File: src/rtl/neuron_accum_writer.sv
// neuron_accum_writer
//   Output stage of the conv engine. Accumulates TERMS signed partial products
//   per output neuron, adds the channel bias, saturates to DATA_W and writes the
//   result to the output feature-map memory. Address and lane are generated
//   internally: addr = (ch/LANES)*PLANE_SIZE + pix, lane = ch%LANES.
//
//   Build option: define RELU_EN to clamp negative saturated results to zero.
//
// Ports
//   clk, rst            clock, asynchronous active-high reset
//   start               one-cycle pulse, begins a layer when idle
//   in_valid/in_data    signed partial product stream, in_ready = accept
//   bias                signed bias of channel ch_idx, sampled in WRITE
//   ch_idx              current output channel (bias lookup)
//   wr_en/wr_addr/wr_lane/wr_data   output memory write port
//   neuron_done         pulse with every write
//   plane_done          pulse with the write of the last pixel of a plane
//   layer_done          pulse one cycle after the final write of the layer
//   busy                high whenever not idle
//
// state   | meaning
// --------+---------------------------------------------------------------
// S_IDLE  | waiting for start, no input accepted
// S_ACCUM | accepting partial products into the accumulator
// S_WRITE | one cycle: bias add, saturate, register the write, step pix/ch
// S_DONE  | layer finished, layer_done follows next cycle

module neuron_accum_writer #(
   parameter int DATA_W     = 16,
   parameter int ACC_W      = 32,
   parameter int TERMS      = 25,
   parameter int PLANE_SIZE = 784,
   parameter int OUT_CH     = 8,
   parameter int LANES      = 4,
   parameter int ADDR_W     = 16
) (
   input  logic              clk,
   input  logic              rst,
   input  logic              start,
   input  logic              in_valid,
   input  logic [DATA_W-1:0] in_data,
   output logic              in_ready,
   input  logic [DATA_W-1:0] bias,
   output logic [7:0]        ch_idx,
   output logic              wr_en,
   output logic [ADDR_W-1:0] wr_addr,
   output logic [1:0]        wr_lane,
   output logic [DATA_W-1:0] wr_data,
   output logic              neuron_done,
   output logic              plane_done,
   output logic              layer_done,
   output logic              busy
);

   localparam int TERM_W  = (TERMS > 1) ? $clog2(TERMS) : 1;
   localparam int PIX_W   = (PLANE_SIZE > 1) ? $clog2(PLANE_SIZE) : 1;
   localparam int LANE_SH = $clog2(LANES);

   localparam logic signed [ACC_W:0] SAT_MAX = (ACC_W+1)'((2**(DATA_W-1)) - 1);
   localparam logic signed [ACC_W:0] SAT_MIN = -SAT_MAX - 1;

   typedef enum logic [1:0] {S_IDLE, S_ACCUM, S_WRITE, S_DONE} state_t;

   state_t              state_q, state_d;
   logic [ACC_W-1:0]    acc_q, acc_d;
   logic [TERM_W-1:0]   term_q, term_d;
   logic [PIX_W-1:0]    pix_q, pix_d;
   logic [7:0]          ch_q, ch_d;
   logic                wr_en_q, wr_en_d;
   logic [ADDR_W-1:0]   wr_addr_q, wr_addr_d;
   logic [1:0]          wr_lane_q, wr_lane_d;
   logic [DATA_W-1:0]   wr_data_q, wr_data_d;
   logic                plane_done_q, plane_done_d;
   logic                layer_done_q, layer_done_d;

   logic signed [ACC_W:0]    sum;
   logic signed [DATA_W-1:0] sat_val;

   // bias add one bit wider than the accumulator so the sum itself cannot wrap
   always_comb begin
      sum = $signed({acc_q[ACC_W-1], acc_q})
          + $signed({{(ACC_W+1-DATA_W){bias[DATA_W-1]}}, bias});
      if (sum > SAT_MAX) begin
         sat_val = {1'b0, {(DATA_W-1){1'b1}}};
      end else if (sum < SAT_MIN) begin
         sat_val = {1'b1, {(DATA_W-1){1'b0}}};
      end else begin
         sat_val = sum[DATA_W-1:0];
      end
   end

   always_comb begin
      state_d      = state_q;
      acc_d        = acc_q;
      term_d       = term_q;
      pix_d        = pix_q;
      ch_d         = ch_q;
      wr_en_d      = 1'b0;
      wr_addr_d    = wr_addr_q;
      wr_lane_d    = wr_lane_q;
      wr_data_d    = wr_data_q;
      plane_done_d = 1'b0;
      layer_done_d = 1'b0;

      case (state_q)
         S_IDLE: begin
            if (start) begin
               state_d = S_ACCUM;
               acc_d   = '0;
               term_d  = TERM_W'(TERMS - 1);
               pix_d   = '0;
               ch_d    = '0;
            end
         end
         S_ACCUM: begin
            if (in_valid) begin
               acc_d = acc_q + {{(ACC_W-DATA_W){in_data[DATA_W-1]}}, in_data};
               // term_q counts down the beats still owed; zero marks the last one
               if (term_q == '0) begin
                  state_d = S_WRITE;
               end else begin
                  term_d = term_q - 1'b1;
               end
            end
         end
         S_WRITE: begin
            wr_en_d   = 1'b1;
`ifdef RELU_EN
            wr_data_d = sat_val[DATA_W-1] ? '0 : sat_val;
`else
            wr_data_d = sat_val;
`endif
            wr_addr_d = ADDR_W'(32'(ch_q >> LANE_SH) * 32'(PLANE_SIZE) + 32'(pix_q));
            wr_lane_d = 2'(ch_q % 8'(LANES));
            acc_d     = '0;
            term_d    = TERM_W'(TERMS - 1);
            state_d   = S_ACCUM;
            if (pix_q == PIX_W'(PLANE_SIZE - 1)) begin
               pix_d        = '0;
               plane_done_d = 1'b1;
               ch_d         = ch_q + 8'd1;
               if (ch_q == 8'(OUT_CH - 1)) begin
                  state_d = S_DONE;
               end
            end else begin
               pix_d = pix_q + 1'b1;
            end
         end
         S_DONE: begin
            layer_done_d = 1'b1;
            state_d      = S_IDLE;
         end
         default: begin
            state_d = S_IDLE;
         end
      endcase
   end

   always_ff @(posedge clk or posedge rst) begin
      if (rst) begin
         state_q      <= S_IDLE;
         acc_q        <= '0;
         term_q       <= '0;
         pix_q        <= '0;
         ch_q         <= '0;
         wr_en_q      <= 1'b0;
         wr_addr_q    <= '0;
         wr_lane_q    <= '0;
         wr_data_q    <= '0;
         plane_done_q <= 1'b0;
         layer_done_q <= 1'b0;
      end else begin
         state_q      <= state_d;
         acc_q        <= acc_d;
         term_q       <= term_d;
         pix_q        <= pix_d;
         ch_q         <= ch_d;
         wr_en_q      <= wr_en_d;
         wr_addr_q    <= wr_addr_d;
         wr_lane_q    <= wr_lane_d;
         wr_data_q    <= wr_data_d;
         plane_done_q <= plane_done_d;
         layer_done_q <= layer_done_d;
      end
   end

   assign in_ready    = (state_q == S_ACCUM);
   assign busy        = (state_q != S_IDLE);
   assign ch_idx      = ch_q;
   assign wr_en       = wr_en_q;
   assign wr_addr     = wr_addr_q;
   assign wr_lane     = wr_lane_q;
   assign wr_data     = wr_data_q;
   assign neuron_done = wr_en_q;
   assign plane_done  = plane_done_q;
   assign layer_done  = layer_done_q;

endmodule

File: config.mk
export PLATFORM = sky130hd
export DESIGN_NAME = neuron_accum_writer
export DESIGN_NICKNAME = d
export VERILOG_FILES = /design/src/rtl/neuron_accum_writer.sv
export SDC_FILE = /design/constraint.sdc
export NUM_CORES = 1
export LEC_CHECK = 0
export CORE_UTILIZATION = 45
export DETAILED_ROUTE_END_ITERATION = 8
export PLACE_DENSITY = 0.64
export REMOVE_ABC_BUFFERS = 1
export SYNTH_ARGS = -nofsm -noshare
export SYNTH_HDL_FRONTEND = slang
export SYNTH_SLANG_ARGS = --single-unit
export TNS_END_PERCENT = 5
File: constraint.sdc
create_clock -name clk -period 5 [get_ports clk]
set_input_delay 1 -clock clk [delete_from_list [all_inputs] [get_ports clk]]
set_output_delay 1 -clock clk [all_outputs]
set_load 0.02 [all_outputs]
* Word level (Yosys, flattened, before mapping) *
Index checks and enable logic that the tools add are counted.

storage, ports and cells
  flip-flop bits (word level) = 94
  input port bits = 36
  output and inout bits = 48
  word-level logic and storage cells = 65

cells by class
  add/sub/neg operators = 6
  $mul = 1
  $lt $le $gt $ge = 2
  equality and inequality tests = 10
  multiplexer cells = 25
  reductions and logical operators = 10

operators by type and width
  cell                     number
  $pmux W32 S3             1
  $mux W32                 2
  $add A32 B16 Y33         1
  $gt A33 B16 Y1 const B   1
  $lt A33 B16 Y1 const B   1
  $add A32 B32 Y32         1
  $mux W16                 2
  $mux W10                 2
  $pmux W10 S2             1
  $add A16 B10 Y16         1
  $mux W8                  2
  $pmux W8 S2              1
  $mux W5                  3
  $pmux W5 S3              1
  $mul A6 B6 Y12 const B   1
  $add A10 B1 Y10 const B  1
  $eq A10 B10 Y1 const B   1
  $mux W2                  5
  $reduce_and A3 Y1        3
  $add A8 B1 Y8 const B    1
  $eq A8 B3 Y1 const B     1
  $ne A2 B2 Y1 const B     4
  $pmux W2 S4              1
  $logic_not A5 Y1         1
  other kinds (10)         15

* Longest topological paths before layout *
  depth in word-level cells = 4
  depth in mapped cells = 15
  depth with buffers taken out = 15

* Least setup slack after synthesis *
Ideal clock, no wire load.

  kind = input-to-reg
  start point = in bias[0]
  end point = reg wr_data_q[10], in the netlist wr_data[10]
  library setup time = 0.080 ns
  data arrival time = 4.116 ns
  required time = 4.920 ns
  slack = 0.804 ns
  stages on the path = 15
  path buffers = 1
  cell sequence = ha_1 inv_1 fa_1 nand2b_1 a21oi_2 o21ai_2 and4_1 or4_4 nand3_2 xor2_2 o21ai_1 or4_4 o41a_4 buf_6 o22ai_2

on the way
  cells in the longest elaborated chain, start to end = 4
  elaborated cells between the ends (all ways) = 5
  those cells by class = 1 x add/sub; 2 x order compare; 2 x mux

ends and longest elaborated chain
  item                    RTL line  text
  start: declaration      43        input logic [DATA_W-1:0] bias,
  $add A32 B16 Y33 *      82        + $signed({{(ACC_W+1-DATA_W){bias[DATA_W-1]}}, bias});
  $lt A33 B16 Y1          85        end else if (sum < SAT_MIN) begin
  $mux W16                85
  $mux W16 *              83        if (sum > SAT_MAX) begin
  end signal: assignment  181       wr_data_q <= wr_data_d;
  end: declaration        72        logic [DATA_W-1:0] wr_data_q, wr_data_d;

Mark *: on every way between the ends. The rest lies on a longest branch, timed or not.
A chain may end at the register's enable or synchronous reset.

* Worst setup path after layout *
  start point = in bias[0]
  end point = reg wr_data_q[13], in the netlist wr_data[13]

Same word-level chain as after synthesis.

==> summary.md <==
| Metric | Value |
|---|---|
| Status | `completed` |
| PwrDens | `521 mW/mm²` |
| Max incr delay on CP | `0.54 ns` |
| # diodes | `0` |
| Hold Path Class | `reg -> reg` |
| Count of cell types in the netlist | `71` |
| F_max | `220 MHz` |
| Sink Count | `94` |
| Hold path depth | `2` |
| CP endpoint kind | `flip-flop` |
| CTS tree | `built` |
| Post-CTS Resized | `0` |
| Layout Skew | `0.00977 ns` |
| Drt drc | `0` |
| CTS Buf Count | `9` |
| Tmin final | `4.54 ns` |
| Overall global routing resource usage | `22.5%` |
| Gate power share | `62.1%` |
| Critical path required time | `5.26 ns` |
| Initial Util | `46.8%` |
| Tcrit/Tclk final | `90.9%` |
| RSZ-0062 raised after global routing | `false` |
| Std-Cell Rows | `47` |
| Leak Pwr | `4.27 nW` |
| Startpoint types | `input port` |
| Core area | `0.0168 mm²` |
| Final worst setup slack | `0.456 ns` |
| I/O Buffers | `83` |
| Final Hold Vio Count | `0` |
| Synth top area share | `29.9%` |
| Global-route wire length before repair | `32.7 mm` |
| Ports | `84` |
| Detail Route Antenna Nets | `0` |
| Seq/Total Area, Yosys | `29.9%` |
| WS Path Type | `in -> reg` |
| Clock power share | `14.6%` |
| Gate Count Post-Synth | `920` |
| Slew Limit Fails | `0` |
| CTS clk-pin slew, worst paths | `0.07 ns` |
| Top area cells in the synthesized netlist | `dfrtp_1 30%, ha_1 16%, xnor2_1 6.1%` |
| Util after Layout | `55.2%` |
| Internal Pwr Total | `2.64 mW` |
| Worst rel slew slack | `30.4%` |
| Via density | `5.56` |
| Die span in y | `134 µm` |
| Synth Warn # | `0` |
| Largest net degree at the start of global routing | `71` |
| Most frequent cells in the layout | `117 x nand2_1, 98 x ha_1, 94 x dfrtp_1` |
| Worst-Margin Slew | `1.04 ns` |
| Seq pwr share | `23.3%` |
| Psw | `2.19 mW` |
| Post-Place Worst Slack | `0.121 ns` |
| Main synth FF type | `dfrtp_1` |
| Switching fraction of total power | `45.4%` |
| Clock buffer depth | `2` |
| Critical path arrival | `4.80 ns` |
| Max-cap viol count | `0` |
| Htree depth | `3` |
| Clock root buffer | `clkbuf_16` |
| CP most frequent cell | `or4_4` |
| Dpl hpwl | `14.5 mm` |
| DR vias | `6822` |
| Peak fanout along the critical path | `15` |
| Yosys reg bits | `94` |
| Initial antenna violation count | `0` |
| WL per Instance | `15.6 µm` |
| Die area | `0.0180 mm²` |
| Worst IR Drop VDD | `0.230 mV` |
| Worst path top cell family by delay | `simple AND/OR/NAND/NOR gates` |
| Synth Cell Area | `0.00787 mm²` |
| Grt ovf | `0` |
| Buf+Inv Stages, Crit Path | `2` |
| Placer Congestion | `0.885` |
| Clock Latency Late Sink | `0.35 ns` |
| Post-synth ARST share | `100%` |
| Setup TNS | `0 ns` |
| Commonest non-fill, non-tap cell in the layout | `nand2_1` |
| Worst Reg-to-Reg Cells | `11` |
| Post-synth EDFFs | `0` |
| 1st-pass router iterations | `4` |
| Drt total wl | `19.2 mm` |
| # Post-CTS Setup Buffers | `0` |
| Critical-path top delay cell | `or4_4` |
| Final setup vio count | `0` |
| Area growth, synth to finish | `18.0%` |
| CP cell instances | `clkdlybuf4s50_1, ha_1, inv_1, fa_1, nand2b_1, a21oi_2, o21ai_2, and4_1, or4_4, nand3_2, xor2_2, o21ai_1, or4_4, o41a_4, o22ai_1` |
| Initial DRC count | `309` |
| Area leader, netlist | `dfrtp_1` |
| Layout cells sized above 1 | `6.16%` |
| Mapped Avg Cell Area | `8.56 µm²` |
| CTS Hold Buffers Added | `0` |
| Die Width | `134 µm` |
| Nets | `1139` |
| Number of global-route vias before repair | `6543` |
| WP depth | `15` |
-- worst paths after layout --
check	slack (ns)	endpoint	start
worst max-delay path	0.46	wr_data[13]	bias[0]
worst min-delay path	0.48	wr_addr[9]	wr_addr[9]
worst max register to register	1.14	wr_data[13]	acc_q[1]
worst min register to register	0.48	wr_addr[9]	wr_addr[9]
max in group asynchronous	2.93	wr_addr[15]	rst
min in group asynchronous	1.21	wr_addr[1]	rst
-- worst register-to-register path, delay by kind of cell, from the launching register on --
family / cells / cell delay (ns)
flip-flops: 1 / 0.45
AND/OR/NAND/NOR: 2 / 0.67
AO/OA/AOI/OAI: 7 / 2.15
adder cells (fa/ha/maj): 1 / 0.33
XOR/XNOR: 1 / 0.17
-- cells by family after synthesis --
| family | synth area share [%] |
|---|---|
| muxes | 0.270 |
| and+or+nand+nor | 17.4 |
| AOI/OAI and AO/OA | 23.0 |
| adders and majority gates | 16.6 |
| buffers and inverters | 3.53 |
| DFF | 29.9 |
| xor gates and xnor gates | 9.33 |
-- power groups by stage --
stage | registers [mW] | logic, mW | clock network, mW
6_report | 1.13 | 3.00 | 0.705
4_1_cts | 1.13 | 2.99 | 0.721
3_5_place_dp | 1.14 | 2.97 | 0
5_1_grt | 1.16 | 3.37 | 0.753
2_1_floorplan | 1.12 | 2.26 | 0
3_3_place_gp | 1.14 | 2.96 | 0
-- Yosys cell counts, types with 7 or more instances --
| cell type | instances |
|---|---|
| nor3_1 | 9 |
| nand2b_1 | 10 |
| o211ai_1 | 7 |
| o21ai_0 | 90 |
| o21bai_1 | 7 |
| clkbuf_1 | 26 |
| o22ai_1 | 11 |
| ha_1 | 98 |
| inv_1 | 40 |
| o22ai_2 | 10 |
| nand3_1 | 22 |
| xor2_1 | 27 |
| dfrtp_1 | 94 |
| a21o_1 | 28 |
| nor2b_1 | 12 |
| xnor2_1 | 55 |
| o21a_1 | 10 |
| nor2_1 | 71 |
| nand4_1 | 16 |
| nand2_1 | 117 |
| a31oi_1 | 7 |
| a21oi_1 | 59 |
-- final cells by class --
class	instances	area (µm²)
Multi-Input combinational cell	757	5250
Tap cell	220	275
Inverter	40	153
Clock inverter	6	68.8
Clock buffer	10	229
Sequential cell	94	2350
Timing Repair Buffer	99	963
Fill cell	1619	7530
-- state kept, by name (all words and copies together) (netlist names) --
signal       count
acc_q           32
ch_idx           8
layer_done       1
neuron_done      1
pix_q           10
plane_done       1
state_q          2
term_q           5
wr_addr         16
wr_data         16
wr_lane          2
-- per-stage QoR --
stage / cell area, µm² / total power, mW / instances / hold slack [ns]
global placement: 8990 / 4.10 / 1210 / 0.458
floorplan: 7740 / 3.38 / 891 / 0.456
global route: 9290 / 5.28 / 1226 / 0.504
CTS: 9290 / 4.84 / 1226 / 0.484
detailed placement: 8990 / 4.11 / 1210 / 0.461
finish: 9290 / 4.83 / 1226 / 0.481
-- layer usage --
metal  vias up  global-route usage (%)  share of wire [%]
met2       121                    35.9                 45
met3        15                    2.76                3.0
met4         0                    5.12                1.1
met1      3206                    32.6                 51
li1       3480                       -                  -
met5         -                       0                  0
Power figures use the tool's default switching activity.
